`src/rtl/f_predict_if.sv`:
```
// Fetch/execute-side signal bundle for the f_predict branch predictor.
// The master modport is the pipeline and the slave modport is the predictor.
interface f_predict_if #(
  parameter int PC_W = 13
);
  logic [PC_W-1:0] f_pc;
  logic [PC_W-1:0] pred_pc;
  logic            pred_taken;
  logic            e_valid;
  logic [PC_W-1:0] e_pc;
  logic [PC_W-1:0] e_nextpc;
  logic [1:0]      e_jump_code;
  logic            e_fail_predict;
  logic [15:0]     branch_cnt;
  logic [15:0]     mispredict_cnt;

  modport master (
    output f_pc, e_valid, e_pc, e_nextpc, e_jump_code, e_fail_predict,
    input  pred_pc, pred_taken, branch_cnt, mispredict_cnt
  );

  modport slave (
    input  f_pc, e_valid, e_pc, e_nextpc, e_jump_code, e_fail_predict,
    output pred_pc, pred_taken, branch_cnt, mispredict_cnt
  );
endinterface

```
`src/rtl/f_predict.sv`:
```
// Direct-mapped BTB with 2-bit direction counters: zero-latency next-PC lookup
// for fetch, trained by resolved control transfers from the execute stage.
module f_predict #(
  parameter int IDX_W = 4,
  parameter int PC_W  = 13
) (
  input  logic       clk,
  input  logic       rst_n,
  f_predict_if.slave bus
);
  localparam int ENTRIES = 1 << IDX_W;
  localparam int TAG_W   = PC_W - IDX_W;

  localparam logic [1:0] JC_NONE = 2'b00;
  localparam logic [1:0] JC_COND = 2'b01;

  function automatic logic [1:0] sat_inc2(input logic [1:0] c);
    return (c == 2'b11) ? c : c + 2'd1;
  endfunction

  function automatic logic [1:0] sat_dec2(input logic [1:0] c);
    return (c == 2'b00) ? c : c - 2'd1;
  endfunction

  function automatic logic [15:0] sat_inc16(input logic [15:0] c);
    return (c == 16'hFFFF) ? c : c + 16'd1;
  endfunction

  logic             valid_q  [ENTRIES];
  logic [TAG_W-1:0] tag_q    [ENTRIES];
  logic [PC_W-1:0]  target_q [ENTRIES];
  logic [1:0]       cnt_q    [ENTRIES];
  logic             jmp_q    [ENTRIES];

  logic             valid_d  [ENTRIES];
  logic [TAG_W-1:0] tag_d    [ENTRIES];
  logic [PC_W-1:0]  target_d [ENTRIES];
  logic [1:0]       cnt_d    [ENTRIES];
  logic             jmp_d    [ENTRIES];

  logic [15:0] branch_cnt_q, branch_cnt_d;
  logic [15:0] mispredict_cnt_q, mispredict_cnt_d;

  // Fetch-side lookup, reads registered contents only (no update bypass)
  logic [IDX_W-1:0] f_idx;
  logic [TAG_W-1:0] f_tag;
  logic [PC_W-1:0]  f_seq;
  logic             f_hit;
  logic [PC_W-1:0]  pred_pc;
  logic             pred_taken;

  assign f_idx = bus.f_pc[IDX_W-1:0];
  assign f_tag = bus.f_pc[PC_W-1:IDX_W];
  assign f_seq = bus.f_pc + PC_W'(1);
  assign f_hit = valid_q[f_idx] && (tag_q[f_idx] == f_tag);

  always_comb begin
    pred_pc    = f_seq;
    pred_taken = 1'b0;
    if (f_hit && (jmp_q[f_idx] || cnt_q[f_idx][1])) begin
      pred_pc    = target_q[f_idx];
      pred_taken = 1'b1;
    end
  end

  assign bus.pred_pc        = pred_pc;
  assign bus.pred_taken     = pred_taken;
  assign bus.branch_cnt     = branch_cnt_q;
  assign bus.mispredict_cnt = mispredict_cnt_q;

  // Execute-side training
  logic [IDX_W-1:0] e_idx;
  logic [TAG_W-1:0] e_tag;
  logic             e_hit;
  logic             e_taken;
  logic             upd;

  assign e_idx   = bus.e_pc[IDX_W-1:0];
  assign e_tag   = bus.e_pc[PC_W-1:IDX_W];
  assign e_hit   = valid_q[e_idx] && (tag_q[e_idx] == e_tag);
  assign e_taken = (bus.e_nextpc != (bus.e_pc + PC_W'(1)));
  assign upd     = bus.e_valid && (bus.e_jump_code != JC_NONE);

  always_comb begin
    valid_d          = valid_q;
    tag_d            = tag_q;
    target_d         = target_q;
    cnt_d            = cnt_q;
    jmp_d            = jmp_q;
    branch_cnt_d     = branch_cnt_q;
    mispredict_cnt_d = mispredict_cnt_q;

    if (upd) begin
      branch_cnt_d = sat_inc16(branch_cnt_q);
      if (bus.e_jump_code == JC_COND) begin
        if (e_hit) begin
          cnt_d[e_idx] = e_taken ? sat_inc2(cnt_q[e_idx]) : sat_dec2(cnt_q[e_idx]);
          jmp_d[e_idx] = 1'b0;
          if (e_taken) target_d[e_idx] = bus.e_nextpc;
        end else if (e_taken) begin
          valid_d[e_idx]  = 1'b1;
          tag_d[e_idx]    = e_tag;
          target_d[e_idx] = bus.e_nextpc;
          cnt_d[e_idx]    = 2'b10;
          jmp_d[e_idx]    = 1'b0;
        end
      end else begin
        // jal/jalr always (re)allocate as an unconditional redirect
        valid_d[e_idx]  = 1'b1;
        tag_d[e_idx]    = e_tag;
        target_d[e_idx] = bus.e_nextpc;
        cnt_d[e_idx]    = 2'b11;
        jmp_d[e_idx]    = 1'b1;
      end
    end

    if (bus.e_valid && bus.e_fail_predict)
      mispredict_cnt_d = sat_inc16(mispredict_cnt_q);
  end

  always_ff @(posedge clk or negedge rst_n) begin
    if (!rst_n) begin
      for (int i = 0; i < ENTRIES; i++) begin
        valid_q[i]  <= 1'b0;
        tag_q[i]    <= '0;
        target_q[i] <= '0;
        cnt_q[i]    <= 2'b01;
        jmp_q[i]    <= 1'b0;
      end
      branch_cnt_q     <= '0;
      mispredict_cnt_q <= '0;
    end else begin
      valid_q          <= valid_d;
      tag_q            <= tag_d;
      target_q         <= target_d;
      cnt_q            <= cnt_d;
      jmp_q            <= jmp_d;
      branch_cnt_q     <= branch_cnt_d;
      mispredict_cnt_q <= mispredict_cnt_d;
    end
  end
endmodule

```
`src/flat_wrapper.sv`:
```
// flat-port wrapper written by rule: the top's interface ports become plain ports
module f_predict_flat 
#(
  parameter int IDX_W = 4,
  parameter int PC_W  = 13
)
  (clk, rst_n, bus_f_pc, bus_e_valid, bus_e_pc, bus_e_nextpc, bus_e_jump_code, bus_e_fail_predict, bus_pred_pc, bus_pred_taken, bus_branch_cnt, bus_mispredict_cnt);
  f_predict_if #(.PC_W(PC_W)) bus_i ();
  input  logic clk;
  input  logic rst_n;
  input wire logic [$bits(bus_i.f_pc)-1:0] bus_f_pc;
  input wire logic [$bits(bus_i.e_valid)-1:0] bus_e_valid;
  input wire logic [$bits(bus_i.e_pc)-1:0] bus_e_pc;
  input wire logic [$bits(bus_i.e_nextpc)-1:0] bus_e_nextpc;
  input wire logic [$bits(bus_i.e_jump_code)-1:0] bus_e_jump_code;
  input wire logic [$bits(bus_i.e_fail_predict)-1:0] bus_e_fail_predict;
  output wire logic [$bits(bus_i.pred_pc)-1:0] bus_pred_pc;
  output wire logic [$bits(bus_i.pred_taken)-1:0] bus_pred_taken;
  output wire logic [$bits(bus_i.branch_cnt)-1:0] bus_branch_cnt;
  output wire logic [$bits(bus_i.mispredict_cnt)-1:0] bus_mispredict_cnt;
  assign bus_i.f_pc = bus_f_pc;
  assign bus_i.e_valid = bus_e_valid;
  assign bus_i.e_pc = bus_e_pc;
  assign bus_i.e_nextpc = bus_e_nextpc;
  assign bus_i.e_jump_code = bus_e_jump_code;
  assign bus_i.e_fail_predict = bus_e_fail_predict;
  assign bus_pred_pc = bus_i.pred_pc;
  assign bus_pred_taken = bus_i.pred_taken;
  assign bus_branch_cnt = bus_i.branch_cnt;
  assign bus_mispredict_cnt = bus_i.mispredict_cnt;
  f_predict #(.IDX_W(IDX_W), .PC_W(PC_W)) u_core (.clk(clk), .rst_n(rst_n), .bus(bus_i));
endmodule
```
`config.mk`:
```
export PLATFORM = sky130hd
export DESIGN_NAME = f_predict_flat
export DESIGN_NICKNAME = d
export VERILOG_FILES = /design/src/rtl/f_predict_if.sv /design/src/rtl/f_predict.sv /design/src/flat_wrapper.sv
export SDC_FILE = /design/constraint.sdc
export NUM_CORES = 1
export LEC_CHECK = 0
export CORE_MARGIN = 10
export CORE_UTILIZATION = 42
export CTS_CLUSTER_DIAMETER = 100
export DETAILED_ROUTE_END_ITERATION = 16
export GPL_TIMING_DRIVEN = 0
export PLACE_DENSITY_LB_ADDON = 0.25
export SYNTH_ARGS = -nofsm -noshare
export SYNTH_HDL_FRONTEND = slang
export SYNTH_SLANG_ARGS = --single-unit
```
`constraint.sdc`:
```
create_clock -name clk -period 7.18 [get_ports clk]
set_input_delay 0.718 -clock clk [delete_from_list [all_inputs] [get_ports clk]]
set_output_delay 0.718 -clock clk [all_outputs]
set_load 0.03 [all_outputs]
```
==> results of run 1 <==
-- registers in the layout, summed over array words and instances (netlist names), named ones only --
register / count
u_core.bus.branch_cnt: 16
u_core.tag_q: 144
u_core.bus.mispredict_cnt: 16
u_core.cnt_q: 32
u_core.target_q: 208
u_core.valid_q: 16
-- cell type report --
cell class / count / area [µm²] / share of cell area, %
Tap cell: 696 / 870.8 / 3.277
Multi-Input combinational cell: 1035 / 11120 / 41.83
Clock buffer: 69 / 1423 / 5.353
Timing Repair Buffer: 88 / 955.9 / 3.597
Buffer: 117 / 623.1 / 2.344
Inverter: 10 / 37.54 / 0.1412
Sequential cell: 448 / 11230 / 42.26
Clock inverter: 22 / 320.3 / 1.205
-- cells in the final DEF (no fill, tap or decap), types with 31 or more instances in the layout --
master                              n
sky130_fd_sc_hd__buf_2             39
sky130_fd_sc_hd__clkbuf_1          63
sky130_fd_sc_hd__clkbuf_16         50
sky130_fd_sc_hd__clkdlybuf4s50_1   83
sky130_fd_sc_hd__dfrtp_1          432
sky130_fd_sc_hd__mux2_1            38
sky130_fd_sc_hd__mux2_2           358
sky130_fd_sc_hd__mux4_2           145
sky130_fd_sc_hd__nand2_1           69
sky130_fd_sc_hd__nand3_1           37
sky130_fd_sc_hd__o21ai_0           31
sky130_fd_sc_hd__xnor2_1           47
-- cells by family after synthesis --
group / share of synthesized area (%)
xor gates and xnor gates: 2.855
muxes: 34.49
DFF: 48.81
AOI/OAI and AO/OA: 4.508
adders and majority gates: 0.4731
buffers and inverters: 2.871
and+or+nand+nor: 5.993
-- power breakdown --
group	switching, µW	internal (µW)
clock	1070	1640
combinational	702	980
sequential	398	3140
-- worst paths after layout --
check	from	end	slack, ps	cells past startpoint
min reg2reg	u_core.target_q[84]$_DFFE_PN0P_	u_core.target_q[84]$_DFFE_PN0P_	480	1
max	bus_f_pc[1]	bus_pred_pc[12]	390	12
min	rst_n	u_core.bus.branch_cnt[7]$_DFFE_PN0P_	20	1
max reg2reg	u_core.tag_q[14]$_DFFE_PN0P_	u_core.tag_q[7]$_DFFE_PN0P_	3430	10
max in group asynchronous	rst_n	u_core.tag_q[2]$_DFFE_PN0P_	5370	4
min in group clk	u_core.target_q[84]$_DFFE_PN0P_	u_core.target_q[84]$_DFFE_PN0P_	480	1
-- synth_stat cells (11+ instances only) --
master,number,share of area (%)
sky130_fd_sc_hd__mux4_2,145,14
sky130_fd_sc_hd__o21ai_0,31,0.67
sky130_fd_sc_hd__o211ai_1,11,0.36
sky130_fd_sc_hd__dfrtp_1,432,47
sky130_fd_sc_hd__nand3_1,37,0.80
sky130_fd_sc_hd__xor2_1,28,1.1
sky130_fd_sc_hd__a22oi_1,12,0.39
sky130_fd_sc_hd__nor2_2,11,0.30
sky130_fd_sc_hd__clkbuf_1,54,0.88
sky130_fd_sc_hd__mux2_2,358,18
sky130_fd_sc_hd__buf_2,39,0.85
sky130_fd_sc_hd__xnor2_1,47,1.8
sky130_fd_sc_hd__nand2_1,69,1.1
sky130_fd_sc_hd__mux2i_1,21,0.91
sky130_fd_sc_hd__nand4_1,11,0.30
sky130_fd_sc_hd__mux2_1,38,1.9
sky130_fd_sc_hd__nand2b_1,19,0.52
sky130_fd_sc_hd__dfstp_2,16,1.8
sky130_fd_sc_hd__buf_6,14,0.69
sky130_fd_sc_hd__nor2_1,30,0.49
sky130_fd_sc_hd__o22ai_1,13,0.35
-- per-layer routing --
layer,vias up,part of all wire (%),global-route usage (%)
met2,505,48,34.22
met5,-,0,0
met3,127,6.5,4.444
met1,7908,42,27.22
met4,0,3.1,7.217
li1,6334,-,-
-- metrics by stage --
step,cell area [µm²],instances,TNS (ps),util [%],total power (µW)
after floorplan,23010,1610,0,-,4664
after detailed placement,24840,2394,0,45.97,5247
after global routing,26580,2485,0,49.19,8269
final,26580,2485,0,49.19,7920
after global placement,24720,2390,-6177810,45.76,5170
after CTS,26580,2485,0,49.19,7966
-- worst register-to-register path, cell delays in order, from the launching register on --
cell,delay [ps]
sky130_fd_sc_hd__dfrtp_1,400
sky130_fd_sc_hd__mux4_2,470
sky130_fd_sc_hd__a22oi_1,240
sky130_fd_sc_hd__o31ai_1,130
sky130_fd_sc_hd__xnor2_1,160
sky130_fd_sc_hd__nor4_1,540
sky130_fd_sc_hd__and4b_1,460
sky130_fd_sc_hd__nand2_4,170
sky130_fd_sc_hd__buf_4,260
sky130_fd_sc_hd__nand2_2,400
sky130_fd_sc_hd__mux2_2,390
==> flow_metrics.env, run 1 <==
export IMPL_status="finished, final reports clean"
export IMPL_clkSlewWorstSetupHoldPaths_ps=60
export IMPL_cap_viol_max_count=0
export IMPL_post_cts_hold_buffer_count=0
export IMPL_routed_wire_length_per_instance_um=26.93
export IMPL_timing_slew_headroom_pct=14.75
export IMPL_area_growth_synth_to_final_pct=15.51
export IMPL_layout_nets=1801
export IMPL_tritoncts="done"
export IMPL_drive_gt1_share_pct=40.25
export IMPL_die_height_um=254.1
export IMPL_rows=85
export IMPL_tritoncts_num_buffers=49
export IMPL_critical_path_top_delay_family="buffers and inverters"
export IMPL_ys_types=71
export IMPL_h_tree_lvls=2
export IMPL_io_pin_count=91
export IMPL_critical_path_required_ps=6460
export IMPL_drtPass1Iterations=7
export IMPL_antenna_diode_count=0
export IMPL_grt_first_pass_wirelength_mm=101.7
export IMPL_synthesis_instances=1610
export IMPL_synth_seq_area_share_pct=48.81
export IMPL_placement_stage_worst_setup_slack_ps=446.3
export IMPL_cp_num_buf_inv=5
export IMPL_via_cell_ratio=5.986
export IMPL_grt_pass1_vias=15844
export IMPL_cts_resized=0
export IMPL_slew_viol_final=0
export IMPL_drt_first_iter_violations=1278
export IMPL_synth_ff_type="sky130_fd_sc_hd__dfrtp_1"
export IMPL_fin_worst_hold_slack_ps=17.20
export IMPL_timing_final_crit_share_pct=94.59
export IMPL_layout_min_cycle_time_ps=6792
export IMPL_path_cells="clkdlybuf4s50_1 -> clkbuf_1 -> clkbuf_1 -> mux4_2 -> mux4_2 -> xnor2_1 -> nand4_1 -> a211oi_2 -> clkbuf_1 -> nand2_1 -> o21ai_0 -> clkdlybuf4s50_1"
export IMPL_ys_ff_latch=448
export IMPL_synth_edff_count=0
export IMPL_postSynthNetCount=1662
export IMPL_worst_margin_slew_ps=1279
export IMPL_n_fill_cell=4616
export IMPL_design_die_area_um2=64540
export IMPL_finalHoldViolCount=0
export IMPL_dp_hpwl_mm=46.87
export IMPL_placeableCoreArea_um2=54030
export IMPL_path_common_cell="sky130_fd_sc_hd__clkbuf_1"
export IMPL_drc_errors=0
export IMPL_crit_path_max_incr_delay_ps=760
export IMPL_syn_mean_instance_area_um2=14.29
export IMPL_p_leak_uw=0.01087
export IMPL_cts_post_setup_buffers_inserted=0
export IMPL_ys_async_sr_fraction_pct=100.0
export IMPL_critical_path_slowest_cell="sky130_fd_sc_hd__clkdlybuf4s50_1"
export IMPL_gp_routability_congestion=0.9010
export IMPL_rsz0062_at_grt="false"
export IMPL_worst_setup_path_type="input pin to output pin"
export IMPL_gr_total_overflow=0
export IMPL_clock_sink_count=448
export IMPL_clock_path_buffers=3
export IMPL_worstSetupStartpointType="input pin"
export IMPL_aggregate_routed_wire_length_mm=66.92
export IMPL_floorplan_die_width_um=254.1
export IMPL_floorplan_initialDensity_pct=42.59
export IMPL_timing_critical_path_arrival_ps=6070
export IMPL_cts_root_buffer="sky130_fd_sc_hd__clkbuf_16"
export IMPL_timing_final_setup_violations=0
export IMPL_ys_warnings_count=0
export IMPL_f_max_mhz=147.2
export IMPL_power_density_cell_area_nw_per_um2=298.0
export IMPL_detail_route_antenna_nets=0
export IMPL_finalWorstSetupSlack_ps=388.3
export IMPL_grt_usage_pct=20.94
export IMPL_clock_skew_after_layout_ps=21.22
export IMPL_clk_latency_worst_skew_pair_ps=600
export IMPL_grt_antenna_before_repair=0
export IMPL_post_synth_instance_area_um2=23010
export IMPL_grt_max_degree=118
export IMPL_route_vias_total=14874
export IMPL_min_delay_path_class="input pin to asynchronous set/reset pin"
export IMPL_vdd_ir_drop_worst_v=0.0001692
export IMPL_critical_path_max_fanout=10
export IMPL_setup_worst_path_end_class="output pin"
export IMPL_numPortBuffers=84
(Power assumes the default switching activity.)
==> inputs of run 2 (changes only) <==
GPL_TIMING_DRIVEN = default   (was 0)
clock period = 8.8 ns   (was 7.18 ns; I/O delays follow)
==> run 2 against run 1 <==
- critical path depth shrank 3
- combinational power shrank 19%
- hold slack gained 310 ps
- final cell count shrank 3.7%
- flip-flop and latch count is the same
- largest cell class unchanged
- largest power group unchanged
- highest routed layer is now met5
==> flow_metrics.env, run 2 (synthesis results as in run 1) <==
export IMPL_final_area_um2=26020
export IMPL_critical_path_required_ps=7920
export IMPL_floorplan_die_width_um=254.1
export IMPL_routed_wire_length_per_instance_um=26.57
export IMPL_area_growth_synth_to_final_pct=13.08
export IMPL_finalWorstSetupSlack_ps=2561
export IMPL_timing_slew_headroom_pct=24.43
export IMPL_critical_path_top_delay_family="buffers and inverters"
export IMPL_rows=85
export IMPL_worstSetupStartpointType="input pin"
export IMPL_timing_critical_path_arrival_ps=5360
export IMPL_numPortBuffers=90
export IMPL_f_max_mhz=160.3
export IMPL_clock_sink_count=448
export IMPL_path_common_cell="sky130_fd_sc_hd__clkdlybuf4s50_1"
export IMPL_grt_max_degree=166
export IMPL_worst_setup_path_type="input pin to output pin"
export IMPL_vdd_ir_drop_worst_v=0.0001521
export IMPL_rsz0062_at_grt="false"
export IMPL_die_height_um=254.1
export IMPL_timing_final_crit_share_pct=70.90
export IMPL_multi_input_comb_area_um2=11150
export IMPL_io_pin_count=91
export IMPL_via_cell_ratio=6.001
export IMPL_h_tree_lvls=2
export IMPL_top_register="u_core.target_q"
export IMPL_clk_latency_worst_skew_pair_ps=630
export IMPL_critical_path_max_fanout=25
export IMPL_p_leak_uw=0.01056
export IMPL_largestRegisters="u_core.target_q x208, u_core.tag_q x144, u_core.cnt_q x32"
export IMPL_cp_num_buf_inv=4
export IMPL_placement_cell_area_um2=24370
export IMPL_drt_first_iter_violations=1345
export IMPL_n_fill_cell=4672
export IMPL_worst_margin_slew_ps=1131
export IMPL_layout_nets=1712
export IMPL_sequential_cell_area_um2=11230
export IMPL_post_cts_hold_buffer_count=0
export IMPL_crit_path_max_incr_delay_ps=910
export IMPL_clock_path_buffers=3
export IMPL_path_cells="clkdlybuf4s50_1 -> clkinv_1 -> buf_4 -> mux4_2 -> xnor2_1 -> nand4_1 -> a211oi_4 -> mux2_2 -> clkdlybuf4s50_1"
export IMPL_dp_hpwl_mm=40.23
export IMPL_layout_min_cycle_time_ps=6239
export IMPL_placedCellCount=2304
export IMPL_drc_errors=0
export IMPL_grt_pass1_vias=15261
export IMPL_grt_first_pass_wirelength_mm=97.72
export IMPL_setup_worst_path_end_class="output pin"
export IMPL_clock_skew_after_layout_ps=40.52
export IMPL_power_density_cell_area_nw_per_um2=244.3
export IMPL_cts_post_setup_buffers_inserted=0
export IMPL_antenna_diode_count=0
export IMPL_placement_stage_worst_setup_slack_ps=2478
export IMPL_grt_usage_pct=19.96
export IMPL_cts_resized=0
export IMPL_finalSetupTns_ps=0
export IMPL_cap_viol_max_count=0
export IMPL_drive_gt1_share_pct=40.39
export IMPL_fin_cells=2392
export IMPL_cts_root_buffer="sky130_fd_sc_hd__clkbuf_16"
export IMPL_slew_viol_final=0
export IMPL_commonest_cells_after_routing_fill_and_taps_aside="432 x sky130_fd_sc_hd__dfrtp_1, 358 x sky130_fd_sc_hd__mux2_2, 145 x sky130_fd_sc_hd__mux4_2"
export IMPL_detail_route_antenna_nets=0
export IMPL_critical_path_slowest_cell="sky130_fd_sc_hd__a211oi_4"
export IMPL_min_delay_path_class="input pin to asynchronous set/reset pin"
export IMPL_finalHoldViolCount=0
export IMPL_grt_antenna_before_repair=3
export IMPL_aggregate_routed_wire_length_mm=63.56
export IMPL_fin_worst_hold_slack_ps=329.6
export IMPL_design_die_area_um2=64540
export IMPL_tritoncts="done"
export IMPL_tritoncts_num_buffers=50
export IMPL_route_vias_total=14354
export IMPL_floorplan_initialDensity_pct=42.59
export IMPL_placeableCoreArea_um2=54030
export IMPL_drtPass1Iterations=6
export IMPL_largest_register_ffs=208
export IMPL_final_common_cell="sky130_fd_sc_hd__dfrtp_1"
export IMPL_timing_final_setup_violations=0
export IMPL_clkSlewWorstSetupHoldPaths_ps=50
export IMPL_status="finished, final reports clean"
export IMPL_gp_routability_congestion=0.8376
export IMPL_gr_total_overflow=0
run 2: cell type report:
type,count,area share (%)
Multi-Input combinational cell,1035,42.85
Inverter,10,0.1443
Clock buffer,75,5.516
Clock inverter,13,0.8127
Sequential cell,448,43.16
Timing Repair Buffer,115,4.169
Tap cell,696,3.347
run 2: stage by stage:
stage | power [µW] | utilization [%]
2_1_floorplan | 3806 | -
5_1_grt | 6651 | 48.16
3_5_place_dp | 4269 | 45.11
6_report | 6357 | 48.16
3_3_place_gp | 4218 | 45.11
4_1_cts | 6401 | 48.16
run 2: final timing paths:
path / from / endpoint / slack (ps) / cells past startpoint
min: rst_n / u_core.bus.branch_cnt[11]$_DFFE_PN0P_ / 330 / 1
max reg2reg: u_core.tag_q[40]$_DFFE_PN0P_ / u_core.cnt_q[7]$_DFFE_PN0P_ / 4430 / 9
max: bus_f_pc[3] / bus_pred_pc[1] / 2560 / 9
min in group clk: u_core.target_q[7]$_DFFE_PN0P_ / u_core.target_q[7]$_DFFE_PN0P_ / 480 / 1
max in group asynchronous: rst_n / u_core.target_q[123]$_DFFE_PN0P_ / 6230 / 3
min reg2reg: u_core.target_q[7]$_DFFE_PN0P_ / u_core.target_q[7]$_DFFE_PN0P_ / 480 / 1
run 2: per-layer routing:
| layer | routed length [µm] | GRT usage, % |
|---|---|---|
| met3 | 3833 | 3.953 |
| met2 | 30870 | 32.99 |
| met5 | 37 | 0 |
| met1 | 27200 | 26.30 |
| met4 | 1628 | 5.576 |
run 2: power by group:
group	internal, µW	total [µW]	switching [µW]
Clock	1250	2120	877
Combinational	790	1360	566
Sequential	2560	2880	321
Total	4590	6360	1760
==> inputs of run 3 (changes only) <==
clock period = 5.95 ns   (was 8.8 ns; I/O delays follow)
==> run 3 against run 2 <==
- the run now ends with hold timing left
- final area is 1.6% higher
- first-iteration DRC count is 22% lower
- sequential share of layout area is 0.66 points lower
- non-clock buffer count grew 31
- global-route usage up 0.11 points
- total power up 51%
- via count increased by 0.97%
- die area did not move
- sequential power rose by 48%
- largest power group unchanged
==> flow_metrics.env, run 3 (synthesis results as in run 1) <==
export IMPL_timing_final_setup_violations=0
export IMPL_clock_skew_after_layout_ps=27.71
export IMPL_status="finished, violations left"
export IMPL_floorplan_die_width_um=254.1
export IMPL_antenna_diode_count=0
export IMPL_routed_wire_length_per_instance_um=26.39
export IMPL_placeableCoreArea_um2=54030
export IMPL_dp_hpwl_mm=41.42
export IMPL_finalHoldViolCount=2
export IMPL_layout_nets=1744
export IMPL_tritoncts="done"
export IMPL_largestRegisters="u_core.target_q x208, u_core.tag_q x144, u_core.cnt_q x32"
export IMPL_detail_route_antenna_nets=0
export IMPL_setup_worst_path_end_class="output pin"
export IMPL_cap_viol_max_count=0
export IMPL_slew_viol_final=0
export IMPL_path_cells="clkdlybuf4s50_1 -> clkinv_1 -> mux4_2 -> xnor2_1 -> nand4_1 -> a211oi_4 -> buf_4 -> nand2_1 -> o21ai_0 -> clkdlybuf4s50_1"
export IMPL_clkSlewWorstSetupHoldPaths_ps=60
export IMPL_aggregate_routed_wire_length_mm=64.00
export IMPL_min_delay_path_class="input pin to asynchronous set/reset pin"
export IMPL_critical_path_max_fanout=25
export IMPL_worst_setup_path_type="input pin to output pin"
export IMPL_numPortBuffers=90
export IMPL_gp_routability_congestion=0.8263
export IMPL_placement_cell_area_um2=24640
export IMPL_grt_max_degree=154
export IMPL_worstSetupStartpointType="input pin"
export IMPL_drtPass1Iterations=5
export IMPL_cts_root_buffer="sky130_fd_sc_hd__clkbuf_16"
export IMPL_rows=85
export IMPL_grt_antenna_before_repair=2
export IMPL_vdd_ir_drop_worst_v=0.0002081
export IMPL_top_register="u_core.target_q"
export IMPL_clock_sink_count=448
export IMPL_layout_min_cycle_time_ps=5465
export IMPL_fin_worst_hold_slack_ps=-58.38
export IMPL_worst_margin_slew_ps=1165
export IMPL_critical_path_top_delay_family="buffers and inverters"
export IMPL_floorplan_initialDensity_pct=42.59
export IMPL_critical_path_required_ps=5360
export IMPL_violated_checks="hold timing"
export IMPL_crit_path_max_incr_delay_ps=940
export IMPL_path_common_cell="sky130_fd_sc_hd__clkdlybuf4s50_1"
export IMPL_drc_errors=0
export IMPL_post_cts_hold_buffer_count=0
export IMPL_final_common_cell="sky130_fd_sc_hd__dfrtp_1"
export IMPL_timing_rr_start="u_core.tag_q[124]$_DFFE_PN0P_"
export IMPL_clock_path_buffers=3
export IMPL_n_fill_cell=4682
export IMPL_tritoncts_num_buffers=51
export IMPL_grt_usage_pct=20.07
export IMPL_route_vias_total=14493
export IMPL_grt_first_pass_wirelength_mm=97.57
export IMPL_design_die_area_um2=64540
export IMPL_cts_resized=0
export IMPL_power_density_cell_area_nw_per_um2=364.1
export IMPL_timing_slew_headroom_pct=21.74
export IMPL_drive_gt1_share_pct=41.87
export IMPL_largest_register_ffs=208
export IMPL_critical_path_slowest_cell="sky130_fd_sc_hd__mux4_2"
export IMPL_grt_pass1_vias=15256
export IMPL_clk_latency_worst_skew_pair_ps=620
export IMPL_timing_critical_path_from="bus_f_pc[3]"
export IMPL_rsz0062_at_grt="false"
export IMPL_finalSetupTns_ps=0
export IMPL_h_tree_lvls=2
export IMPL_io_pin_count=91
export IMPL_power_uw=9622
export IMPL_via_cell_ratio=5.976
export IMPL_timing_critical_path_arrival_ps=4870
export IMPL_commonest_cells_after_routing_fill_and_taps_aside="432 x sky130_fd_sc_hd__dfrtp_1, 358 x sky130_fd_sc_hd__mux2_2, 145 x sky130_fd_sc_hd__mux4_2"
export IMPL_f_max_mhz=183.0
export IMPL_final_area_um2=26430
export IMPL_area_growth_synth_to_final_pct=14.85
export IMPL_drt_first_iter_violations=1050
export IMPL_die_height_um=254.1
export IMPL_cp_num_buf_inv=4
export IMPL_gr_total_overflow=0
export IMPL_cts_post_setup_buffers_inserted=0
export IMPL_p_leak_uw=0.01081
export IMPL_timing_final_crit_share_pct=91.85
==> run 3: routing by layer <==
metal / routed length (µm) / GRT usage, % / vias to the layer above
li1: - / - / 6210
met1: 27300 / 26.14 / 7729
met2: 31090 / 32.98 / 427
met3: 3644 / 4.270 / 123
met4: 1947 / 6.311 / 4
met5: 25 / 0 / -
==> run 3: final timing paths <==
path	endpoint	slack (ps)	cells after the start
max	bus_pred_pc[4]	490	10
min	u_core.bus.branch_cnt[9]$_DFFE_PN0P_	-60	1
max reg2reg	u_core.cnt_q[12]$_DFFE_PN1P_	2190	11
min reg2reg	u_core.target_q[83]$_DFFE_PN0P_	480	1
max in group asynchronous	u_core.valid_q[11]$_DFFE_PN0P_	4510	2
min in group clk	u_core.target_q[83]$_DFFE_PN0P_	480	1
==> run 3: cell type report <==
type	count	area, µm²	share of cell area (%)
timing repair buffer	146	1355	5.128
sequential	448	11230	42.50
multi-input combinational	1035	11150	42.19
clock buffer	70	1460	5.526
tap	696	870.8	3.295
clock inverter	20	322.8	1.222
inverter	10	37.54	0.1420
==> run 3: where the power goes <==
group	switching, µW	internal [µW]	total (µW)
Sequential	479	3780	4260
Clock	1290	2060	3350
Combinational	826	1180	2000
==> run 3: stage by stage <==
stage | instances | hold WS [ps] | worst slack (ps) | utilization, %
floorplan | 1610 | 299.4 | 1887 | -
global placement | 2335 | 462.0 | 517.5 | 45.61
detailed placement | 2335 | 469.5 | 561.7 | 45.61
CTS | 2425 | 14.86 | 559.9 | 48.91
global route | 2425 | 41.02 | 352.7 | 48.91
finish | 2425 | -58.38 | 485.1 | 48.91
==> RTL edit 1 (flow settings as in run 3) <==
`IDX_W` is set to 4 in 2 places; all go to 5.
--- a/src/rtl/f_predict.sv
+++ b/src/rtl/f_predict.sv
@@ -2,5 +2,5 @@
 // for fetch, trained by resolved control transfers from the execute stage.
 module f_predict #(
-  parameter int IDX_W = 4,
+  parameter int IDX_W = 5,
   parameter int PC_W  = 13
 ) (
--- a/src/flat_wrapper.sv
+++ b/src/flat_wrapper.sv
@@ -2,5 +2,5 @@
 module f_predict_flat 
 #(
-  parameter int IDX_W = 4,
+  parameter int IDX_W = 5,
   parameter int PC_W  = 13
 )
Function: not settled (the Yosys comparison gave no result); the edit may change what the design does.
==> RTL edit 1 against run 3 <==
  * Critical path depth up 2
  * Cell area up 81%
  * Worst setup slack gained 0.46 ns
  * Via count rose by 87%
  * Non-clock buffer count up 68
  * Wire length up 110%
  * Power rose by 73%
  * Area after synthesis up 82%
  * Sequential cell count is 384 higher
  * Critical path type unchanged
==> RTL edit 1: results (changes against run 3) <==
The run finished with clean final reports. The synthesized instance count came out at 2,949 (+83%). The routed metal-1 wire length is 55.7 mm (+100%). The number of hold buffers added after CTS came out at 1 (+1). The first-iteration detailed-routing DRC count was 2,817 (+170%).

The unique cell type count in the Yosys netlist came out at 73 (+2.8%). The largest stage delay on the critical path is 0.60 ns (-0.34 ns). The total number of multi-input combinational cells is 1,849 (+79%). Tracing the worst setup path back leads to its startpoint at bus_f_pc[0].

The last weighted congestion value of the routability-driven placer was 0.989 (+20%). The initial antenna violation count came out at 5 (+3). In the post-synthesis netlist, the biggest area contributors are dfrtp_1 48%, mux2_2 20%, mux4_2 12%. The portion of total power attributed to the clock network came out at 0.371 (+0.022).

The detailed route wirelength on metal2 was 61.6 mm (+98%). The global-route met2 utilization came out at 0.365 (+0.0354). The worst register-to-register path begins at u_core.tag_q[35]$_DFFE_PN0P_. The clock buffer count in the final layout came to 139 (+99%). The layout cell share with drive strength beyond 1 is 0.457 (+0.0379). The top fanout value on the critical path came out at 30 (+20%). The internal cell power is 12.0 mW (+71%). The area of the multi-input gates was 19,800 um^2 (+78%). Sorting the synthesized cells by how often they occur yields 800 x dfrtp_1, 738 x mux2_2, 228 x mux4_2. The minimum setup slack among reg-to-reg paths is 1.86 ns (-0.33 ns). The count of nets after finishing is 3,073 (+76%). The clock latency on the worst-skew pair came to 0.70 ns (+0.08 ns). The peak ir drop on the vdd network is 269 uV (+29%). The critical register-to-register path endpoint is u_core.cnt_q[32]$_DFFE_PN1P_. The total length of routed met3 wires is 9.62 mm (+160%). The leakage power of the design came out at 20.8 nW (+93%). The H-tree depth is 3 (+1). The class of the tightest hold or removal check is reg -> reg.

The part of the Yosys area used for sequential elements was 0.498 (+0.0103). The total detailed-routing wirelength came out at 131 mm (+110%).
-- RTL edit 1: changes by cell type in the layout (fill, tap and decap cells not counted), sizes merged, moves of 32 or more --
cell / run 3 / this run
or2: 1 / 33
mux2: 396 / 739
nor2: 49 / 88
buf: 63 / 145
mux2i: 21 / 162
dfrtp: 432 / 800
o22ai: 13 / 81
clkbuf: 70 / 140
mux4: 145 / 228
-- RTL edit 1: through the flow --
stage	hold slack, ns	setup slack [ns]	area, um^2
floorplan	0.299	1.37	41900
global placement	0.460	0.641	44400
detailed placement	0.470	0.558	44400
CTS	0.479	1.05	47700
global route	0.497	0.880	47700
finish	0.480	0.942	47700
-- RTL edit 1: logic make-up after synthesis --
logic type | after synthesis | synth area share
compound gates | 276 | 0.0477
xor+xnor | 66 | 0.0138
fa+ha+maj | 7 | 0.00209
buf+inv | 268 | 0.0289
flops | 832 | 0.498
mux | 1129 | 0.360
simple gates | 371 | 0.0487
==> RTL edit 2 (flow settings as in run 3) <==
Made on the original files. Make the reset (`rst_n`) synchronous in one clocked block.
--- a/src/rtl/f_predict.sv
+++ b/src/rtl/f_predict.sv
@@ -119,5 +119,5 @@
   end
 
-  always_ff @(posedge clk or negedge rst_n) begin
+  always_ff @(posedge clk) begin
     if (!rst_n) begin
       for (int i = 0; i < ENTRIES; i++) begin
Function: not settled (the Yosys comparison gave no result); the edit may change what the design does.
==> RTL edit 2 against run 3 <==
  * Synthesized cell count rose by 33%
  * Clock skew fell by 0.00060 ns
  * Fmax up 14%
  * Area after synthesis fell by 2.6%
  * Register-to-register slack improved by 0.44 ns
  * Sequential cell count stayed put
  * Wire length rose by 4.3%
  * Sequential share of layout area decreased by 7.3 points
  * Worst setup slack better by 0.66 ns
  * Cell area fell by 3.6%
  * Critical endpoint is now bus_pred_pc[8]
  * Largest cell class is now multi-input combinational cells
  * Highest routed layer is now met4
Power is not compared: it rests on default switching activity, and its combinational part moved more than twofold at a synthesized area within 25%.
==> RTL edit 2: results (changes against run 3) <==
The unique cell type count in the Yosys netlist came out at 77 (+8.5%). The most critical setup path has its startpoint at bus_f_pc[0]. Among cell families on the critical path, the largest total delay comes from multiplexers. The critical path ends at bus_pred_pc[8].

The clock buffer and inverter area fraction after layout was 0.0662 (-0.00132). The final cell count without fillers came out at 2,874 (+19%). The routed metal-1 wire length is 29.6 mm (+8.4%).

The run finished with clean final reports. The part of the Yosys area used for sequential elements came out at 0.400 (-0.0877). The global-route met1 utilization came to 0.272 (+0.0109).

The post-detailed-route wirelength per cell came out at 23.2 um (-12%). The TritonCTS buffer count is 50 (-2.0%). The count of nets after finishing came out at 2,196 (+26%). The logic depth of the worst register-to-register path was 10 (-1). The global-route track usage on met3 came out at 0.0360 (-0.00670). The overall fraction of global-route tracks in use was 0.205 (+0.00482).

The detailed route wirelength on metal2 is 31.1 mm (about the same). The number of non-clock buffers in the layout was 150 (+2.7%). The transition time at the pin with the least slew margin was 1.08 ns (-0.0803 ns). The multi-input gate share of total cell area is 0.489 (+0.0670). The minimum setup slack among reg-to-reg paths came to 2.63 ns (+0.44 ns).

The endpoint identified for the worst register-to-register timing path is u_core.cnt_q[19]$_SDFFE_PN0P_. Among all stages on the critical path, the largest delay is contributed by clkdlybuf4s50_1. Signal routing reaches up to met4.

The total length of routed met3 wires is 3.93 mm (+7.7%). The fraction of area in non-clock buffers is 0.0543 (+0.00299). The placed wire-length estimate after detailed placement was 42.9 mm (+3.5%). The total iterations of the first detailed-routing run came out at 8 (+3).

The post-synthesis area per instance came out at 10.5 um^2 (-27%). The synthesized net count came out at 2,191 (+32%).
## RTL edit 2: cell types whose count changed in the layout (fill, tap and decap cells not counted), moves of 16 or more
cell | run 3 | this run
dfxtp_1 | 0 | 448
dfrtp_1 | 432 | 0
nor2_1 | 22 | 417
mux2i_1 | 21 | 414
mux2_2 | 358 | 19
a21oi_1 | 7 | 54
mux2_1 | 38 | 0
a311oi_1 | 0 | 19
nor2_2 | 19 | 0
inv_1 | 9 | 26
nand2b_1 | 19 | 2
dfstp_2 | 16 | 0
## RTL edit 2: cells by family after synthesis
| family | after synthesis | share of synthesized area |
|---|---|---|
| AO/OA/AOI/OAI | 201 | 0.0603 |
| XOR/XNOR | 70 | 0.0274 |
| flip-flops | 448 | 0.400 |
| multiplexers | 577 | 0.340 |
| adder cells (fa/ha/maj) | 8 | 0.00441 |
| AND/OR/NAND/NOR | 608 | 0.119 |
| buffers and inverters | 227 | 0.0485 |
